**src/rtl/spindle_spi_scheduler.sv**
```systemverilog
`default_nettype none
// ============================================================================
//  Module   : spindle_spi_scheduler
//  Purpose  : Shares one SPI serializer between up to four spindle afferent
//             channels. Each rising edge of the simulation tick snapshots every
//             enabled channel word; the words are then issued one at a time in
//             ascending channel order, with tx_sel steering each word onto its
//             own pin group.
//  Ports    : clk, reset_n            - clock, synchronous active-low reset
//             tick_i                  - simulation tick level (clk domain)
//             ch_en_i / ch_data_i     - per-channel enable and packed words
//             clear_err_i             - clears the sticky error flags
//             tx_busy_i / tx_done_i   - serializer handshake inputs
//             tx_start_o / tx_data_o  - serializer request and word
//             tx_sel_o                - channel index / pin-group select
//             frame_cnt_o             - completed frame counter (wraps)
//             overrun_o, timeout_err_o- sticky error flags
//             idle_o                  - scheduler is idle
//  Revision : 1.0 - initial release
// ============================================================================
module spindle_spi_scheduler #(
    parameter int NCH     = 2,
    parameter int DW      = 32,
    parameter int TIMEOUT = 4096
) (
    input  logic              clk,
    input  logic              reset_n,
    input  logic              tick_i,
    input  logic [NCH-1:0]    ch_en_i,
    input  logic [NCH*DW-1:0] ch_data_i,
    input  logic              clear_err_i,
    input  logic              tx_busy_i,
    input  logic              tx_done_i,
    output logic              tx_start_o,
    output logic [DW-1:0]     tx_data_o,
    output logic [1:0]        tx_sel_o,
    output logic [15:0]       frame_cnt_o,
    output logic              overrun_o,
    output logic              timeout_err_o,
    output logic              idle_o
);

    localparam int            CW       = (TIMEOUT > 1) ? $clog2(TIMEOUT) : 1;
    localparam logic [CW-1:0] TMO_LAST = CW'(TIMEOUT - 1);

    typedef enum logic [1:0] {
        S_IDLE  = 2'd0,
        S_ISSUE = 2'd1,
        S_WAIT  = 2'd2
    } state_t;

    // Lowest set bit of mask at or above position 'from'.
    // Result: {found, index}.
    function automatic logic [2:0] next_set(input logic [NCH-1:0] mask, input int from);
        logic [2:0] r;
        r = 3'b000;
        for (int k = NCH - 1; k >= 0; k--) begin
            if (mask[k] && (k >= from)) begin
                r = {1'b1, 2'(k)};
            end
        end
        return r;
    endfunction

    state_t              state_q, state_d;
    logic                tick_d_q;
    logic [NCH*DW-1:0]   shadow_q, shadow_d;
    logic [NCH-1:0]      en_s_q, en_s_d;
    logic [1:0]          idx_q, idx_d;
    logic [CW-1:0]       tmo_cnt_q, tmo_cnt_d;
    logic                tx_start_q, tx_start_d;
    logic [DW-1:0]       tx_data_q, tx_data_d;
    logic [1:0]          tx_sel_q, tx_sel_d;
    logic [15:0]         frame_cnt_q, frame_cnt_d;
    logic                overrun_q, overrun_d;
    logic                timeout_err_q, timeout_err_d;
    logic                idle_q, idle_d;

    logic                w_tick_rise;
    logic                w_go_issue;
    logic [2:0]          w_pick;

    assign w_tick_rise = tick_i & ~tick_d_q;

    always_comb begin
        state_d       = state_q;
        shadow_d      = shadow_q;
        en_s_d        = en_s_q;
        idx_d         = idx_q;
        tmo_cnt_d     = tmo_cnt_q;
        tx_start_d    = 1'b0;
        tx_data_d     = tx_data_q;
        tx_sel_d      = tx_sel_q;
        frame_cnt_d   = frame_cnt_q;
        overrun_d     = overrun_q;
        timeout_err_d = timeout_err_q;
        w_go_issue    = 1'b0;
        w_pick        = 3'b000;

        // Clear first so that a set condition in the same cycle wins.
        if (clear_err_i) begin
            overrun_d     = 1'b0;
            timeout_err_d = 1'b0;
        end

        case (state_q)
            S_IDLE: begin
                if (w_tick_rise) begin
                    shadow_d = ch_data_i;
                    en_s_d   = ch_en_i;
                    w_pick   = next_set(ch_en_i, 0);
                    if (w_pick[2]) begin
                        idx_d      = w_pick[1:0];
                        w_go_issue = 1'b1;
                    end
                end
            end
            S_ISSUE: begin
                w_go_issue = 1'b1;
            end
            S_WAIT: begin
                tmo_cnt_d = tmo_cnt_q + CW'(1);
                if (tx_done_i || (tmo_cnt_q == TMO_LAST)) begin
                    if (!tx_done_i) begin
                        timeout_err_d = 1'b1;
                    end
                    w_pick = next_set(en_s_q, int'(idx_q) + 1);
                    if (w_pick[2]) begin
                        idx_d      = w_pick[1:0];
                        w_go_issue = 1'b1;
                    end else begin
                        frame_cnt_d = frame_cnt_q + 16'd1;
                        state_d     = S_IDLE;
                    end
                end
            end
            default: begin
                state_d = S_IDLE;
            end
        endcase

        // Any tick edge while a frame is in flight is dropped and flagged.
        if (w_tick_rise && (state_q != S_IDLE)) begin
            overrun_d = 1'b1;
        end

        // Issue in the same cycle the word becomes due, so the start pulse
        // lands one cycle after the tick edge / previous tx_done. ISSUE is only
        // occupied while the serializer is busy, or to keep two start pulses
        // from landing back to back.
        if (w_go_issue) begin
            if (!tx_busy_i && !tx_start_q) begin
                tx_start_d = 1'b1;
                tx_data_d  = shadow_d[int'(idx_d)*DW +: DW];
                tx_sel_d   = idx_d;
                tmo_cnt_d  = '0;
                state_d    = S_WAIT;
            end else begin
                state_d = S_ISSUE;
            end
        end

        idle_d = (state_d == S_IDLE);
    end

    always_ff @(posedge clk) begin
        if (!reset_n) begin
            state_q       <= S_IDLE;
            tick_d_q      <= 1'b0;
            shadow_q      <= '0;
            en_s_q        <= '0;
            idx_q         <= 2'd0;
            tmo_cnt_q     <= '0;
            tx_start_q    <= 1'b0;
            tx_data_q     <= '0;
            tx_sel_q      <= 2'd0;
            frame_cnt_q   <= 16'd0;
            overrun_q     <= 1'b0;
            timeout_err_q <= 1'b0;
            idle_q        <= 1'b1;
        end else begin
            state_q       <= state_d;
            tick_d_q      <= tick_i;
            shadow_q      <= shadow_d;
            en_s_q        <= en_s_d;
            idx_q         <= idx_d;
            tmo_cnt_q     <= tmo_cnt_d;
            tx_start_q    <= tx_start_d;
            tx_data_q     <= tx_data_d;
            tx_sel_q      <= tx_sel_d;
            frame_cnt_q   <= frame_cnt_d;
            overrun_q     <= overrun_d;
            timeout_err_q <= timeout_err_d;
            idle_q        <= idle_d;
        end
    end

    assign tx_start_o    = tx_start_q;
    assign tx_data_o     = tx_data_q;
    assign tx_sel_o      = tx_sel_q;
    assign frame_cnt_o   = frame_cnt_q;
    assign overrun_o     = overrun_q;
    assign timeout_err_o = timeout_err_q;
    assign idle_o        = idle_q;

endmodule
`default_nettype wire

```
**config.mk**
```make
export PLATFORM = sky130hd
export DESIGN_NAME = spindle_spi_scheduler
export DESIGN_NICKNAME = d
export VERILOG_FILES = /design/src/rtl/spindle_spi_scheduler.sv
export SDC_FILE = /design/constraint.sdc
export NUM_CORES = 1
export LEC_CHECK = 0
export ABC_CLOCK_PERIOD_IN_PS = 2220
export CAP_MARGIN = 15
export CORE_MARGIN = 2
export CORE_UTILIZATION = 46
export DETAILED_ROUTE_END_ITERATION = 7
export PLACE_DENSITY = 0.76
export SYNTH_ARGS = -nofsm -noshare
export SYNTH_HDL_FRONTEND = slang
export SYNTH_SLANG_ARGS = --single-unit
export TNS_END_PERCENT = 5
```
**constraint.sdc**
```tcl
create_clock -name clk -period 2.22 [get_ports clk]
set_input_delay 0.444 -clock clk [delete_from_list [all_inputs] [get_ports clk]]
set_output_delay 0.444 -clock clk [all_outputs]
set_load 0.02 [all_outputs]
```
== Word-level counts from Yosys, hierarchy flattened ==
Index checks and enable logic that the tools add are counted.
Word-level totals
  bits in registers: 137
  bits of input ports: 72
  output and inout port bits: 54
  word-level logic and storage cells: 76
Cells by class
  add/subtract/negate cells: 3
  magnitude comparators: 2
  equal/unequal tests: 3
  shift-type cells: 1
  multiplexer cells: 35
  bitwise logic cells: 3
  reduce and logical (&&, ||, !) cells: 16
Operators by type and width (number)
  $mux 64: 2
  $shiftx 64x8->32: 1
  $mux 12: 3
  $mux 3: 8
  $add 16x1->16 const B: 1
  $mux 2: 8
  $add 12x1->12 const B: 1
  $eq 12x12->1 const B: 1
  $mux 1: 11
  $pmux 2 s2: 2
  $ge 1x3->1 const A: 2
  $reduce_and 2->1: 3
  $logic_and 1x1->1: 4
  $logic_not 2->1: 2
  $reduce_bool 2->1: 2
  $add 2x1->3 const B: 1
  $pmux 1 s3: 1
  $reduce_and 3->1: 1
  $eq 2x1->1 const B: 1
  $eq 2x2->1 const B: 1
  $logic_not 1->1: 2
  $not 1->1: 2
  $reduce_or 2->1: 1
  $and 1x1->1: 1
  $logic_or 1x1->1: 1

== Depth between registers and ports, before layout ==
Gate-level depths: netlist (run 1).
  depth after elaboration: 12
  mapped depth: 8
  depth with buffers taken out: 6

== Least setup slack after synthesis (run 1) ==
Ideal clock, no wire load.
  path kind: register to register
  start point: register tmo_cnt_q[0]
  end point: register tx_data_q[0], in the netlist tx_data_o[0]
  library setup time: 0.126 ns
  arrival time: 1.949 ns
  data required time: 2.094 ns
  path slack: 0.145 ns
  stages on the path, launching flop included: 9
  path buffers: 2
  period minus slack after synthesis: 2.075 ns
  cell sequence: dfxtp_1 > ha_1 > nand4b_1 > or4_4 > a21oi_4 > a211o_1 > buf_2 > buf_4 > o32ai_2
On the way
  longest elaborated chain between the ends: 5
  elaborated cells on any way between the ends: 8
  classes of those cells: eq/ne (1); shift (1); mux (4); reduce/logical (2)
Ends and longest elaborated chain
  start: declaration: line 70  | logic [CW-1:0] tmo_cnt_q, tmo_cnt_d;
  start signal: assignment: line 187  | tmo_cnt_q <= tmo_cnt_d;
  $eq 12x12->1 *: line 123  | if (tx_done_i || (tmo_cnt_q == TMO_LAST)) begin
  $logic_or 1x1->1 *: line 123
  $mux 2 / $mux 1 (equally long branches): line 123
  $pmux 2 s2 / $pmux 1 s3 (equally long branches): line 106  | case (state_q)
  $shiftx 64x8->32 / $reduce_and 2->1 (equally long branches)
  end signal: assignment: line 189  | tx_data_q <= tx_data_d;
  end: declaration: line 72  | logic [DW-1:0] tx_data_q, tx_data_d;
Every way passes the cells marked *; elsewhere a longest branch is shown, timed or not.
A chain may end at the register's enable or synchronous reset.

== Worst setup path in the final report (run 1) ==
  start point: register tmo_cnt_q[3]
  end point: register tx_data_q[10], in the netlist tx_data_o[10]
Same word-level chain as after synthesis.

==> results of run 1 <==
==> report_power, final <==
group / internal [uW] / leakage [uW] / switching (uW)
clock network: 1640 / 0.000272 / 965
logic: 576 / 0.00189 / 511
registers: 2570 / 0.00111 / 49.4
total: 4780 / 0.00328 / 1520
==> kinds of logic after synthesis <==
logic type      count (synthesis)  synth area share
simple gates                  184             0.157
flops                         136             0.465
compound gates                107             0.175
buf+inv                        76            0.0571
mux                            69             0.118
xor+xnor                       15            0.0224
fa+ha+maj                       2           0.00427
==> cell usage after synthesis (2+ instances only) <==
master,n,area share
sky130_fd_sc_hd__or3_1,10,0.011
sky130_fd_sc_hd__buf_6,3,0.0058
sky130_fd_sc_hd__nor2b_1,2,0.0021
sky130_fd_sc_hd__a21boi_1,14,0.018
sky130_fd_sc_hd__a21boi_0,18,0.023
sky130_fd_sc_hd__xor2_1,9,0.013
sky130_fd_sc_hd__o21a_1,2,0.0026
sky130_fd_sc_hd__a21o_1,2,0.0026
sky130_fd_sc_hd__buf_4,4,0.0051
sky130_fd_sc_hd__a21oi_1,15,0.013
sky130_fd_sc_hd__nor3_1,2,0.0017
sky130_fd_sc_hd__nand4_1,5,0.0053
sky130_fd_sc_hd__o2111ai_1,3,0.0045
sky130_fd_sc_hd__mux2i_1,67,0.11
sky130_fd_sc_hd__buf_2,9,0.0077
sky130_fd_sc_hd__o32ai_2,30,0.083
sky130_fd_sc_hd__and3_1,35,0.037
sky130_fd_sc_hd__inv_1,36,0.023
sky130_fd_sc_hd__o21ai_0,13,0.011
sky130_fd_sc_hd__dfxtp_1,136,0.47
sky130_fd_sc_hd__or2_2,2,0.0021
sky130_fd_sc_hd__clkbuf_1,23,0.015
sky130_fd_sc_hd__and2_1,8,0.0085
sky130_fd_sc_hd__ha_1,2,0.0043
sky130_fd_sc_hd__nand2_1,15,0.0096
sky130_fd_sc_hd__xnor2_1,6,0.0090
sky130_fd_sc_hd__mux2_2,2,0.0038
sky130_fd_sc_hd__o31ai_1,2,0.0026
sky130_fd_sc_hd__nor2_1,91,0.058
sky130_fd_sc_hd__o32ai_1,2,0.0030
sky130_fd_sc_hd__nand3_1,4,0.0034
==> state kept, by name, indices dropped and copies added (netlist names), 2 cells and up <==
signal / count
state_q: 2
tx_data_o: 32
tx_sel_o: 2
tmo_cnt_q: 12
frame_cnt_o: 16
idx_q: 2
shadow_q: 64
==> routing by layer <==
layer | vias to the layer above | routed length (um) | share of wire
met4 | 0 | 350 | 0.022
li1 | 2406 | - | -
met2 | 158 | 7740 | 0.49
met5 | - | 0 | 0
met1 | 2421 | 6700 | 0.43
met3 | 33 | 908 | 0.058
==> what timing repair did <==
action | in CTS | in global routing
setup endpoints to repair | 32 | 53
buffers inserted | 7 | 0
pin swaps | 36 | 2
gates cloned | 3 | 0
resized for setup | 13 | 8
==> worst register-to-register path: cells and delay by family (launching register included) <==
kind            cells  cell delay [ps]
flops               1              430
compound gates      3              580
simple gates        2              740
buf+inv             2              350
==> layout make-up <==
class	count	area, um2
Antenna cell	1	2.50
Clock buffer	31	548
Clock inverter	1	5.00
Fill cell	999	4030
Inverter	36	135
Multi-Input combinational cell	377	2890
Sequential cell	136	2730
Tap cell	172	215
Timing Repair Buffer	193	1960
==> worst min-delay path by stage <==
stage | startpoint | endpoint | slack (ps) | depth (start not counted)
2_1_floorplan | shadow_q[0] | shadow_q[0] | 450 | 2
3_3_place_gp | tx_data_o[13] | tx_data_o[13] | 440 | 2
3_5_place_dp | tx_data_o[28] | tx_data_o[28] | 460 | 2
4_1_cts | tx_data_o[28] | tx_data_o[28] | 470 | 2
5_1_grt | tx_data_o[26] | tx_data_o[26] | 480 | 2
6_report | tx_data_o[22] | tx_data_o[22] | 470 | 2
==> through the flow <==
stage               hold WS [ps]  TNS [ps]  power (uW)  instances   util
global placement             443     -2020        3660        904  0.614
CTS                          472      -684        6350        946  0.675
finish                       472         0        6300        947  0.678
detailed placement           458     -3830        3690        904  0.614
global route                 481      -137        6540        947  0.678
floorplan                    449         0        3230        589      -
==> summary.log, run 1 <==
[synth] share of the yosys chip area belonging to registers 0.465
[setup_path] critical path cell sequence nand3_2 > or4_4 > a21oi_4 > o2111ai_4 > buf_12 > buf_12 > o32ai_4
[global_route] vias in the first global route 5080
[sta] post-route minimum period 2180 ps
[cells_and_area] commonest non-fill, non-tap cell in the layout sky130_fd_sc_hd__dfxtp_1
[sta] setup skew after layout 6.00 ps
[sta] achievable clock frequency 0.459 GHz
[die] FP Rows 41
[die] Die H 117 um
[global_route] pin count of the biggest net entering global routing 44
[routing] 1st-pass router iterations 4
[cells_and_area] relative area change from synthesis to final layout 44.9%
[routing] number of nets with antenna violations after detailed routing 0
[cells_and_area] final net count 835
[cts] TritonCTS clock tree yes
[setup_path] Critical path buffers and inverters 2
[cts] hold-fix buffer count after cts 0
[die] Starting Density 0.468
[cts] Clock Path Buffers 2
[placement] placement-stage cell area 7690 um2
[setup_path] library cell contributing the largest single delay on the critical path sky130_fd_sc_hd__or4_4
[routing] ratio of routed vias to standard cells 5.30
[placement] final weighted congestion in routability-driven placement 0.823
[cts] master cell of the clock root buffer sky130_fd_sc_hd__clkbuf_16
[synth] Syn Area/Cell 9.94 um2
[setup_path] Worst R2R Path Depth 7
[cts] number of clock buffers inserted by TritonCTS 17
[cts] number of H-tree branching levels 4
[setup_path] worst setup path endpoint tx_data_o[10]
[setup_path] FF-to-FF setup slack 40 ps
[setup_path] reg-to-reg startpoint tmo_cnt_q[3]
[die] horizontal die dimension 117 um
[synth] fraction of synthesis flops using an asynchronous set or reset pin 0
[pwr] leakage dissipation 0.00328 uW
[placement] minimum setup slack after placement -217 ps
[synth] summed instance area of the synthesized netlist 5850 um2
[routing] drt first-iter violations 289
[cells_and_area] layout cell share with drive strength beyond 1 0.190
[cells_and_area] top library cells by usage in the layout, fill and taps aside 131 x sky130_fd_sc_hd__dfxtp_1, 125 x sky130_fd_sc_hd__clkdlybuf4s50_1, 91 x sky130_fd_sc_hd__nor2_1
[status] result of the run finished, final reports clean
[setup_path] critical path launch point type flop
[routing] wire length after detailed routing 15.7 mm
[global_route] GR Overflow Total 0
[setup_path] capture instance of the worst register-to-register path tx_data_o[10]
[setup_path] logic depth of the worst path, buffers included 7
[pwr] worst-case vdd ir drop 491 uV
[placement] half-perimeter wire length after placement 10.0 mm
[setup_path] delay of the slowest cell on the worst path 560 ps
[pwr] power density over the cells 743 nW/um2
[cts] clock-pin transition on the worst setup and hold timing paths 50 ps
[setup_path] CP Max Fanout 8
[global_route] aggregate global-route resource usage 0.236
[cells_and_area] total non-filler cell area in the finished layout 8480 um2
[setup_path] critical path capture point type flop
[setup_path] CP Data Arrival Time 2500 ps
[sta] pin slew with the least headroom to its limit 498 ps
[global_route] global-route met1 utilization 0.277
[setup_path] cell mode on critical path sky130_fd_sc_hd__buf_12
[setup_path] delay-heaviest family, CP simple AND/OR/NAND/NOR gates
[setup_path] Worst Setup SP tmo_cnt_q[3]
[sta] headroom to the max-slew limit 0.667
[sta] final period utilization 0.981
[routing] Wirelength per Cell 16.6 um
[routing] # DRC 0
[sta] final-report setup violation count 0
[sta] worst path setup slack after routing 41.8 ps
[global_route] GRT busiest layer met2
[die] IO Count 126
[synth] synthesized net count 663
[sta] number of hold violations in the final report 0
[die] placeable core region 12500 um2
[cts] CTS Sinks 136
[die] area of the die 13600 um2
[synth] count of unique library cells instantiated by Yosys 48
[global_route] M3 GR Usage 0.0597
[job] count of max-cap constraint violations 0
[setup_path] CP Class flop to flop
[synth] register bit total from synthesis 136
[cts] clock insertion delay at the later pin of the skew report 420 ps
[synth] dominant register cell in the synthesized netlist sky130_fd_sc_hd__dfxtp_1
[placement] count of port buffers added during placement 125
[global_route] met2 usage in global routing 0.409
[synth] Gate Count Post-Synth 589
[min_path] worst min-delay path class flop to flop
[sta] number of pins exceeding their max-slew limit in the final report 0
[synth] count of warnings emitted by yosys 0
[global_route] wire length of the first global-routing pass 24.8 mm
[global_route] initial antenna violation count 1
[setup_path] required time at the worst-slack endpoint 2540 ps
[routing] Vias 5018
[synth] number of enable flip-flop cells after synthesis 0
Power figures use the tool's default switching activity.
==> run 2, diff against run 1 <==
--- a/config.mk
+++ b/config.mk
@@ -10,7 +10,8 @@
 export CORE_MARGIN = 2
 export CORE_UTILIZATION = 46
 export DETAILED_ROUTE_END_ITERATION = 7
-export PLACE_DENSITY = 0.76
+export PLACE_DENSITY = 0.78
+export SLEW_MARGIN = 20
 export SYNTH_ARGS = -nofsm -noshare
 export SYNTH_HDL_FRONTEND = slang
 export SYNTH_SLANG_ARGS = --single-unit
==> run 2 against run 1 <==
Largest power group is now clock. Critical endpoint is now tx_data_o[4]. Power increased by 4.1%. Cell count increased by 0.11%. Clock power increased by 8.1%. Combinational power increased by 5%. Die area unchanged. The flow now finishes with violations (setup timing).
==> summary.log, run 2 (synthesis gave the netlist of run 1 again) <==
[pwr] part of the total power dissipated in combinational logic 0.173 [about the same]
[setup_path] critical path launch point type flop
[cts] master cell of the clock root buffer sky130_fd_sc_hd__clkbuf_16
[routing] number of nets with antenna violations after detailed routing 0 [unchanged]
[sta] achievable clock frequency 0.439 GHz [-4.4%]
[setup_path] reg-to-reg startpoint tmo_cnt_q[0]
[cells_and_area] register with the highest flop count shadow_q
[sta] number of pins exceeding their max-slew limit in the final report 0 [unchanged]
[setup_path] delay of the slowest cell on the worst path 610 ps [+50 ps]
[global_route] vias in the first global route 5061 [-0.37%]
[sta] unrepaired setup endpoints after global routing true
[routing] ratio of routed vias to standard cells 5.20 [-1.8%]
[cells_and_area] layout cell share with drive strength beyond 1 0.208 [+0.0178]
[cells_and_area] top library cells by usage in the layout, fill and taps aside 130 x sky130_fd_sc_hd__dfxtp_1, 125 x sky130_fd_sc_hd__clkdlybuf4s50_1, 91 x sky130_fd_sc_hd__nor2_1
[die] Starting Density 0.468 [unchanged]
[sta] number of hold violations in the final report 0 [unchanged]
[pwr] internal cell power 4970 uW [+4.1%]
[die] Die H 117 um [unchanged]
[cells_and_area] number of non-filler instances in the completed layout 948 [+0.11%]
[cts] CTS Sinks 136 [unchanged]
[cts] Clock Path Buffers 2 [unchanged]
[placement] minimum setup slack after placement -198 ps [+18.7 ps]
[pwr] power density over the cells 757 nW/um2 [+1.8%]
[min_path] number of stages on the worst hold path 2 [unchanged]
[cts] number of H-tree branching levels 4 [unchanged]
[routing] 1st-pass router iterations 4 [unchanged]
[setup_path] Worst R2R Path Depth 7 [unchanged]
[pwr] worst-case vdd ir drop 729 uV [+49%]
[setup_path] critical path capture point type flop
[min_path] hold path start tx_data_o[18]
[setup_path] CP Data Arrival Time 2580 ps [+80 ps]
[die] FP Rows 41 [unchanged]
[setup_path] delay-heaviest family, CP simple AND/OR/NAND/NOR gates
[global_route] GR Overflow Total 0 [unchanged]
[setup_path] Critical path buffers and inverters 1 [-1]
[die] placeable core region 12500 um2 [unchanged]
[cts] clock insertion delay at the later pin of the skew report 420 ps [about the same]
[die] IO Count 126 [unchanged]
[placement] final weighted congestion in routability-driven placement 0.831 [+0.91%]
[sta] final-report setup violation count 31 [+31]
[routing] wire length after detailed routing 15.8 mm [+0.29%]
[cells_and_area] total non-filler cell area in the finished layout 8670 um2 [+2.2%]
[cells_and_area] filler cell count in the final layout 946 [-5.3%]
[cells_and_area] commonest non-fill, non-tap cell in the layout sky130_fd_sc_hd__dfxtp_1
[cells_and_area] max FFs per register 64 [unchanged]
[pwr] leakage dissipation 0.00334 uW [+1.9%]
[job] count of max-cap constraint violations 0 [unchanged]
[setup_path] critical path cell sequence ha_4 > nand4b_1 > or4_4 > a21o_4 > buf_8 > a21boi_1 > o32ai_4
[setup_path] capture instance of the worst register-to-register path tx_data_o[4]
[routing] # DRC 0 [unchanged]
[placement] placement-stage cell area 7680 um2 [about the same]
[sta] headroom to the max-slew limit 0.550 [-0.117]
[setup_path] FF-to-FF setup slack -60 ps [-100 ps]
[global_route] aggregate global-route resource usage 0.226 [-0.0102]
[cells_and_area] final net count 836 [+0.12%]
[global_route] pin count of the biggest net entering global routing 52 [+18%]
[sta] setup skew after layout 5.28 ps [-0.718 ps]
[routing] Wirelength per Cell 16.6 um [+0.19%]
[min_path] worst min-delay path class flop to flop
[pwr] switching portion of total power 0.242 [+0.000413]
[sta] worst path setup slack after routing -57.5 ps [-99.3 ps]
[routing] Vias 4933 [-1.7%]
[sta] Fin Hold WS 472 ps [-0.208 ps]
[die] horizontal die dimension 117 um [unchanged]
[cts] number of clock buffers inserted by TritonCTS 17 [unchanged]
[cells_and_area] post-layout utilization of the core 0.693 [+0.0151]
[min_path] worst hold path endpoint tx_data_o[18]
[cells_and_area] relative area change from synthesis to final layout 48.2%
[global_route] initial antenna violation count 0 [-1]
[sta] final period utilization 1.03 [+0.0447]
[setup_path] CP Max Fanout 23 [+15]
[routing] drt first-iter violations 273 [-5.5%]
[setup_path] library cell contributing the largest single delay on the critical path sky130_fd_sc_hd__or4_4
[sta] pin slew with the least headroom to its limit 674 ps [+176 ps]
[pwr] power share of the clock group 0.428 [+0.015]
[placement] count of port buffers added during placement 125 [unchanged]
[pwr] part of the total power dissipated in sequential elements 0.399 [-0.016]
[setup_path] CP Class flop to flop
[status] failing checks setup timing
[setup_path] required time at the worst-slack endpoint 2520 ps [-20 ps]
[cts] TritonCTS clock tree yes
[placement] half-perimeter wire length after placement 10.2 mm [+1.7%]
[sta] post-route minimum period 2280 ps [+99.3 ps]
[die] area of the die 13600 um2 [unchanged]
[placement] placed insts 904 [unchanged]
[pwr] Net Switching 1590 uW [+4.3%]
[cts] clock-pin transition on the worst setup and hold timing paths 60 ps [about the same]
[global_route] wire length of the first global-routing pass 24.0 mm [-3.4%]
[status] result of the run finished, violations left
[run 2: cell types whose count changed in the layout (fill, tap and decap cells not counted), moves of 5 or more]
cell / delta
sky130_fd_sc_hd__clkbuf_1: -5
sky130_fd_sc_hd__and3_4: +10
sky130_fd_sc_hd__buf_4: -6
sky130_fd_sc_hd__a21boi_1: +5
sky130_fd_sc_hd__and3_1: -10
sky130_fd_sc_hd__a21boi_0: -5
[run 2: how the worst max path moves through the flow]
stage                  startpoint             to  slack [ps]  cells after the start
global placement           tick_i  tx_data_o[11]        -130                      7
detailed placement         tick_i  tx_data_o[15]        -200                      8
floorplan            tmo_cnt_q[0]   tx_data_o[0]         140                      8
finish               tmo_cnt_q[0]   tx_data_o[4]         -60                      7
global route         tmo_cnt_q[0]   tx_data_o[4]         -90                      7
CTS                 tmo_cnt_q[10]  tx_data_o[15]           9                      7
[run 2: metrics by stage]
stage / TNS [ps] / power, uW
after CTS: 0 / 6530
after global routing: -2170 / 6820
after floorplan: 0 / 3230
after detailed placement: -5200 / 3700
final: -816 / 6560
after global placement: -3450 / 3660
[run 2: per-layer routing]
metal / share of wire / global-route usage / vias to the layer above
met5: 0 / 0 / -
met4: 0.019 / 0.0729 / 0
met3: 0.062 / 0.0886 / 26
met2: 0.50 / 0.390 / 131
met1: 0.42 / 0.258 / 2367
li1: - / - / 2409
[run 2: power by group through the flow]
stage | clock [uW] | combinational (uW) | sequential (uW)
3_5_place_dp | 0 | 1030 | 2670
6_report | 2810 | 1140 | 2620
3_3_place_gp | 0 | 1000 | 2660
4_1_cts | 2860 | 1050 | 2620
5_1_grt | 2980 | 1220 | 2620
2_1_floorplan | 0 | 530 | 2700
[run 2: area by class of cell]
type                       instances  area, um2  share of cell area
inverter                          36        135              0.0156
multi-input combinational        377       2950               0.340
tap                              172        215              0.0248
antenna                            1       2.50            0.000289
timing repair buffer             194       2040               0.236
clock inverter                     8       92.6              0.0107
sequential                       136       2740               0.315
clock buffer                      24        502              0.0578
[run 2: tightest hold or removal path: cells and delay by family (launching register included)]
kind                   cells  cell delay [ps]
AOI/OAI and AO/OA          1               60
buffers and inverters      1               60
DFF                        1              310
[run 2: repair_timing]
| action | CTS | global route |
|---|---|---|
| setup endpoints to repair | 32 | 39 |
| hold buffers | 0 | 0 |
| pin swaps | 3 | 34 |
| setup buffers | 4 | 1 |
| gates cloned | 2 | 4 |
| resized for setup | 10 | 36 |
==> patch 1, RTL diff (config.mk and constraints of run 2) <==
Change the parameter `TIMEOUT` from 4096 to 2048.
--- a/src/rtl/spindle_spi_scheduler.sv
+++ b/src/rtl/spindle_spi_scheduler.sv
@@ -21,7 +21,7 @@
 module spindle_spi_scheduler #(
     parameter int NCH     = 2,
     parameter int DW      = 32,
-    parameter int TIMEOUT = 4096
+    parameter int TIMEOUT = 2048
 ) (
     input  logic              clk,
     input  logic              reset_n,
Check against the original RTL: same outputs for any inputs over 4 cycles, from zero or initial values and one cycle with reset_n low; that may be too few to reach the edited logic, so the function may still have changed.
==> patch 1 against run 2 <==
  * First-iteration DRC count decreased by 9.2%
  * Critical path depth unchanged
  * Cell area shrank 7.0%
  * Sequential cell count down 1
  * Routed wire length fell by 0.57%
  * Largest cell class is now sequential cells
  * Area after synthesis decreased by 4.6%
  * Via count is 0.53% lower
  * Worst setup slack improved by 0.12 ns
  * Count of clock-buffer cells in the layout shrank 4
  * Total power rose by 2.1%
==> patch 1: results (changes against run 2) <==
| Metric | Value |
|---|---|
| Drt first pass iters | 6 (+2) |
| Diodes inserted | 0 (-1) |
| Area contributors post-synth | dfxtp_1, mux2i_1, nand3_1, nor2_1, a32o_1 |
| # Post-CTS Setup Buffers | 0 (-4) |
| Top cell family by delay on the critical path | buffers and inverters |
| CP endpoint | tx_data_o[14]$_SDFFE_PN0P_ |
| Critical path peak fanout | 12 (-48%) |
| Unique masters post-synth | 50 (+4.2%) |
| DR vias | 4907 (-0.53%) |
| Total GRT Usage | 24.3% (+1.7 points) |
| Share of layout cells above drive strength 1 | 15.6% (-5.1 points) |
| Slowest CP cell | clkdlybuf4s50_1 |
| Met3 Use GR | 5.45% (-3.4 points) |
| Skew final | 0.00858 ns (+0.00330 ns) |
| # fillers | 928 (-1.9%) |
| Critical Path Source | tick_i |
| Worst hold start | tx_data_o[22]$_SDFFE_PN0P_ |
| Post-Layout Cell Count | 889 (-6.2%) |
| Share of the yosys chip area belonging to registers | 48.4% (+1.9 points) |
| Synth cell count leaders | dfxtp_1, nor2_1, nand3_1 |
| Vias in the first global route | 5114 (+1.0%) |
| Critical Path Max Stage Delay | 0.52 ns (-0.09 ns) |
| GR Layer Usage met1 | 30.8% (+5.1 points) |
| GR Util met2 | 40.7% (+1.7 points) |
| Final WL | 15700 um (-0.57%) |
| Hold crit path type | reg -> reg |
| Placed Area | 0.00742 sq mm (-3.5%) |
| Net switching power | 1.64 mW (+3.4%) |
| Syn_area_per_cell | 9.85 sq um (-0.94%) |
| LEAKAGE | 3.13 nW (-6.1%) |
| WHS Endpoint | tx_data_o[22]$_SDFFE_PN0P_ |
| Most flop-heavy register | shadow_q |
| Largest net degree at the start of global routing | 87 (+67%) |
| Hold path cells | 1 (-1) |
| R2R Setup Slk | 0.12 ns (+0.18 ns) |
| Worst-Margin Slew | 0.582 ns (-0.0923 ns) |
| Detailed Route Iter0 Violations | 248 (-9.2%) |
| Post-cts resize count | 0 (-10) |
| Layout net count | 804 (-3.8%) |
| Mapped Nets | 641 (-3.3%) |
| Type of origin of the critical path | input pin |
| Outcome | complete, no violations |
| RR Endpoint | tx_data_o[17]$_SDFFE_PN0P_ |
| # placed instances | 857 (-5.2%) |
| Final hold slack | 0.466 ns (-0.00515 ns) |
| CP arrival | 2.46 ns (-0.12 ns) |
| First-pass GRT wire length | 25100 um (+4.7%) |
-- patch 1: cell count changes after synthesis, moves of 13 or more --
cell	delta
a21boi_0	-18
a21boi_1	-13
nand3_1	+74
a32o_1	+32
xnor2_1	+14
o32ai_2	-30
inv_1	-34
and3_1	-33
-- patch 1: area by class of cell --
cell class | instances | area share [%]
multi-input combinational | 386 | 32.8
inverter | 3 | 0.140
clock inverter | 11 | 2.14
timing repair buffer | 187 | 23.5
clock buffer | 20 | 5.66
tap | 147 | 2.28
sequential | 135 | 33.5
-- patch 1: per-layer routing --
layer,up-vias,wire [um]
met2,147,7780
met4,0,282
met3,22,723
li1,2362,-
met5,-,0
met1,2376,6870
-- patch 1: power groups by stage --
stage                     registers, mW  clock network, mW  logic, mW
after floorplan                    2.69                  0      0.531
after global placement             2.65                  0       1.07
after detailed placement           2.66                  0       1.09
after CTS                          2.61               3.02       1.11
after global routing               2.62               3.14       1.20
final                              2.61               2.98       1.12
-- patch 1: cells by family (layout without fill, tap and decap cells) --
| logic type | count (synthesis) | in the layout | share of synthesized area, % |
|---|---|---|---|
| compound gates | 48 | 48 | 8.23 |
| simple gates | 244 | 245 | 22.6 |
| fa+ha+maj | 2 | 2 | 0.448 |
| buf+inv | 47 | 221 | 4.53 |
| mux | 66 | 66 | 11.8 |
| flops | 135 | 135 | 48.4 |
| xor+xnor | 25 | 25 | 3.92 |
-- patch 1: per-stage QoR --
step / setup TNS [ns] / setup WS, ns / utilization (%)
floorplan: 0 / 0.307 / -
global placement: -4.89 / -0.205 / 62.3
detailed placement: -8.04 / -0.290 / 62.3
CTS: 0 / 0.0752 / 67.6
global route: -0.00441 / -0.00441 / 67.7
finish: 0 / 0.0600 / 67.7
==> patch 2, RTL diff (settings of run 2) <==
Made on the original files. `tx_data_q` no longer has a reset.
--- a/src/rtl/spindle_spi_scheduler.sv
+++ b/src/rtl/spindle_spi_scheduler.sv
@@ -172,7 +172,6 @@
             idx_q         <= 2'd0;
             tmo_cnt_q     <= '0;
             tx_start_q    <= 1'b0;
-            tx_data_q     <= '0;
             tx_sel_q      <= 2'd0;
             frame_cnt_q   <= 16'd0;
             overrun_q     <= 1'b0;
@@ -186,13 +185,16 @@
             idx_q         <= idx_d;
             tmo_cnt_q     <= tmo_cnt_d;
             tx_start_q    <= tx_start_d;
-            tx_data_q     <= tx_data_d;
             tx_sel_q      <= tx_sel_d;
             frame_cnt_q   <= frame_cnt_d;
             overrun_q     <= overrun_d;
             timeout_err_q <= timeout_err_d;
             idle_q        <= idle_d;
         end
+    end
+
+    always_ff @(posedge clk) begin
+        tx_data_q <= tx_data_d;
     end
 
     assign tx_start_o    = tx_start_q;
Function: changed (a bounded check fails within 4 cycles, from zero or initial values and one cycle with reset_n low).
==> patch 2 against run 2 <==
  * Total power grew 0.83%
  * Sequential cell count unchanged
  * Cell area decreased by 6.8%
  * Area after synthesis down 5.5%
  * Clock skew about the same
  * Utilization down 1.1 points
  * Worst hold slack better by 0.0071 ns
  * Worst setup slack gained 0.18 ns
  * Routed wire length shrank 15%
  * Count of clock-buffer cells in the layout decreased by 3
==> patch 2: results (changes against run 2) <==
| Metric | Value |
|---|---|
| PD cells | 818 mW/mm^2 (+8.1%) |
| Synth Flop Type | dfxtp_1 |
| Port-buffer cells | 125 (unchanged) |
| Clock latency on the worst-skew pair | between 0.4 and 0.5 ns |
| Largest net degree at the start of global routing | 50 (-3.8%) |
| Skew final | 0.00563 ns (+0.000349 ns) |
| DP Wirelength | 9140 um (-10%) |
| Most flop-heavy register | shadow_q |
| Worst Setup Slack, final | 0.127 ns (+0.185 ns) |
| CTS Buffer Depth | 2 (unchanged) |
| CP arrival | 2.43 ns (-0.15 ns) |
| Share of the yosys chip area belonging to registers | 55.0% (+8.5 points) |
| First-pass GRT wire length | 21800 um (-8.9%) |
| DR vias | 4556 (-7.6%) |
| CP endpoint | frame_cnt_o[6]$_SDFFE_PN0P_ |
| Number of synthesized flops with an enable pin | 32 (+32) |
| Synth cell count leaders | dfxtp_1, nor2_1, nand2_1 |
| Drt first pass iters | 4 (unchanged) |
| Placed Area | 0.00747 sq mm (-2.8%) |
| Post-cts resize count | 0 (-10) |
| Layout net count | 803 (-3.9%) |
| # Post-CTS Setup Buffers | 0 (-4) |
| Hold path cells | 2 (unchanged) |
| Area contributors post-synth | dfxtp_1, edfxtp_1, mux2i_1, nor2_1, nand2_1 |
| Pre-CTS setup slack | -0.243 ns (-0.0447 ns) |
| CTS buffer count | 17 (unchanged) |
| Diodes inserted | 0 (-1) |
| H-tree Lvls | 4 (unchanged) |
| GPL Wtd Cong | 0.809 (-2.6%) |
| Syn_area_per_cell | 10.0 sq um (+1.0%) |
| # fillers | 872 (-7.8%) |
| Worst hold start | frame_cnt_o[15]$_SDFFE_PN0P_ |
| Total GRT Usage | 21.5% (-1.1 points) |
| Detailed Route Iter0 Violations | 235 (-14%) |
| Critical path peak fanout | 8 (-65%) |
| # placed instances | 857 (-5.2%) |
| Unique masters post-synth | 43 (-10%) |
| Final hold slack | 0.479 ns (+0.00709 ns) |
| Share of layout cells above drive strength 1 | 14.8% (-5.9 points) |
| Critical Path Source | tmo_cnt_q[0]$_SDFF_PN0_ |
| WHS Endpoint | frame_cnt_o[15]$_SDFFE_PN0P_ |
| Final WL | 13400 um (-15%) |
| Outcome | complete, no violations |
| LEAKAGE | 3.33 nW (-0.31%) |
| Initial antenna violation count | 0 (unchanged) |
| Worst-Margin Slew | 0.470 ns (-0.204 ns) |
| Mapped Nets | 625 (-5.7%) |
| Vias per inst | 5.12 (-1.5%) |
| Yosys warnings | 0 (unchanged) |
| Max VDD drop | 484 uV (-34%) |
-- patch 2: changes by cell type after synthesis, sizes merged, moves of 6 or more --
cell / before / now
dfxtp: 136 / 104
a21boi: 32 / 0
nand2: 15 / 76
edfxtp: 0 / 32
or3: 10 / 4
nor2: 91 / 98
xnor2: 6 / 13
a21oi: 16 / 8
inv: 36 / 5
clkbuf: 23 / 15
o32ai: 32 / 1
o21ai: 14 / 6
-- patch 2: routing by layer --
| metal | up-vias | GRT usage (%) | routed length [um] |
|---|---|---|---|
| met5 | - | 0 | 0 |
| met4 | 0 | 9.27 | 350 |
| met3 | 28 | 5.26 | 609 |
| met2 | 125 | 37.2 | 6740 |
| met1 | 2160 | 25.4 | 5720 |
| li1 | 2243 | - | - |
-- patch 2: cell families after synthesis --
family / Yosys count / share of synthesized area (%)
xor+xnor: 20 / 3.17
flops: 136 / 55.0
mux: 70 / 12.7
fa+ha+maj: 2 / 0.452
simple gates: 262 / 22.4
buf+inv: 37 / 3.21
compound gates: 24 / 3.08
-- patch 2: layout make-up --
class | count | area (sq um) | area share, %
clock buffers | 21 | 492 | 6.08
clock inverters | 11 | 119 | 1.47
inverters | 5 | 18.8 | 0.232
multi-input cells | 378 | 2340 | 29.0
flip-flops and latches | 136 | 3050 | 37.7
well taps | 147 | 184 | 2.27
repair buffers | 191 | 1880 | 23.3
-- patch 2: power breakdown --
part           total, mW  switching, mW  internal (mW)  leakage, nW
registers           2.75         0.0454           2.70         1.15
clock network       2.84           1.03           1.80        0.304
logic               1.03          0.473          0.561         1.87
-- patch 2: worst max-delay path, stage by stage, from the launching register on --
cell     delay [ns]
dfxtp_2        0.36
ha_2           0.19
and4_1         0.28
buf_4          0.15
o211a_2        0.22
nand4_1        0.28
or3_1          0.40
a21oi_1        0.14
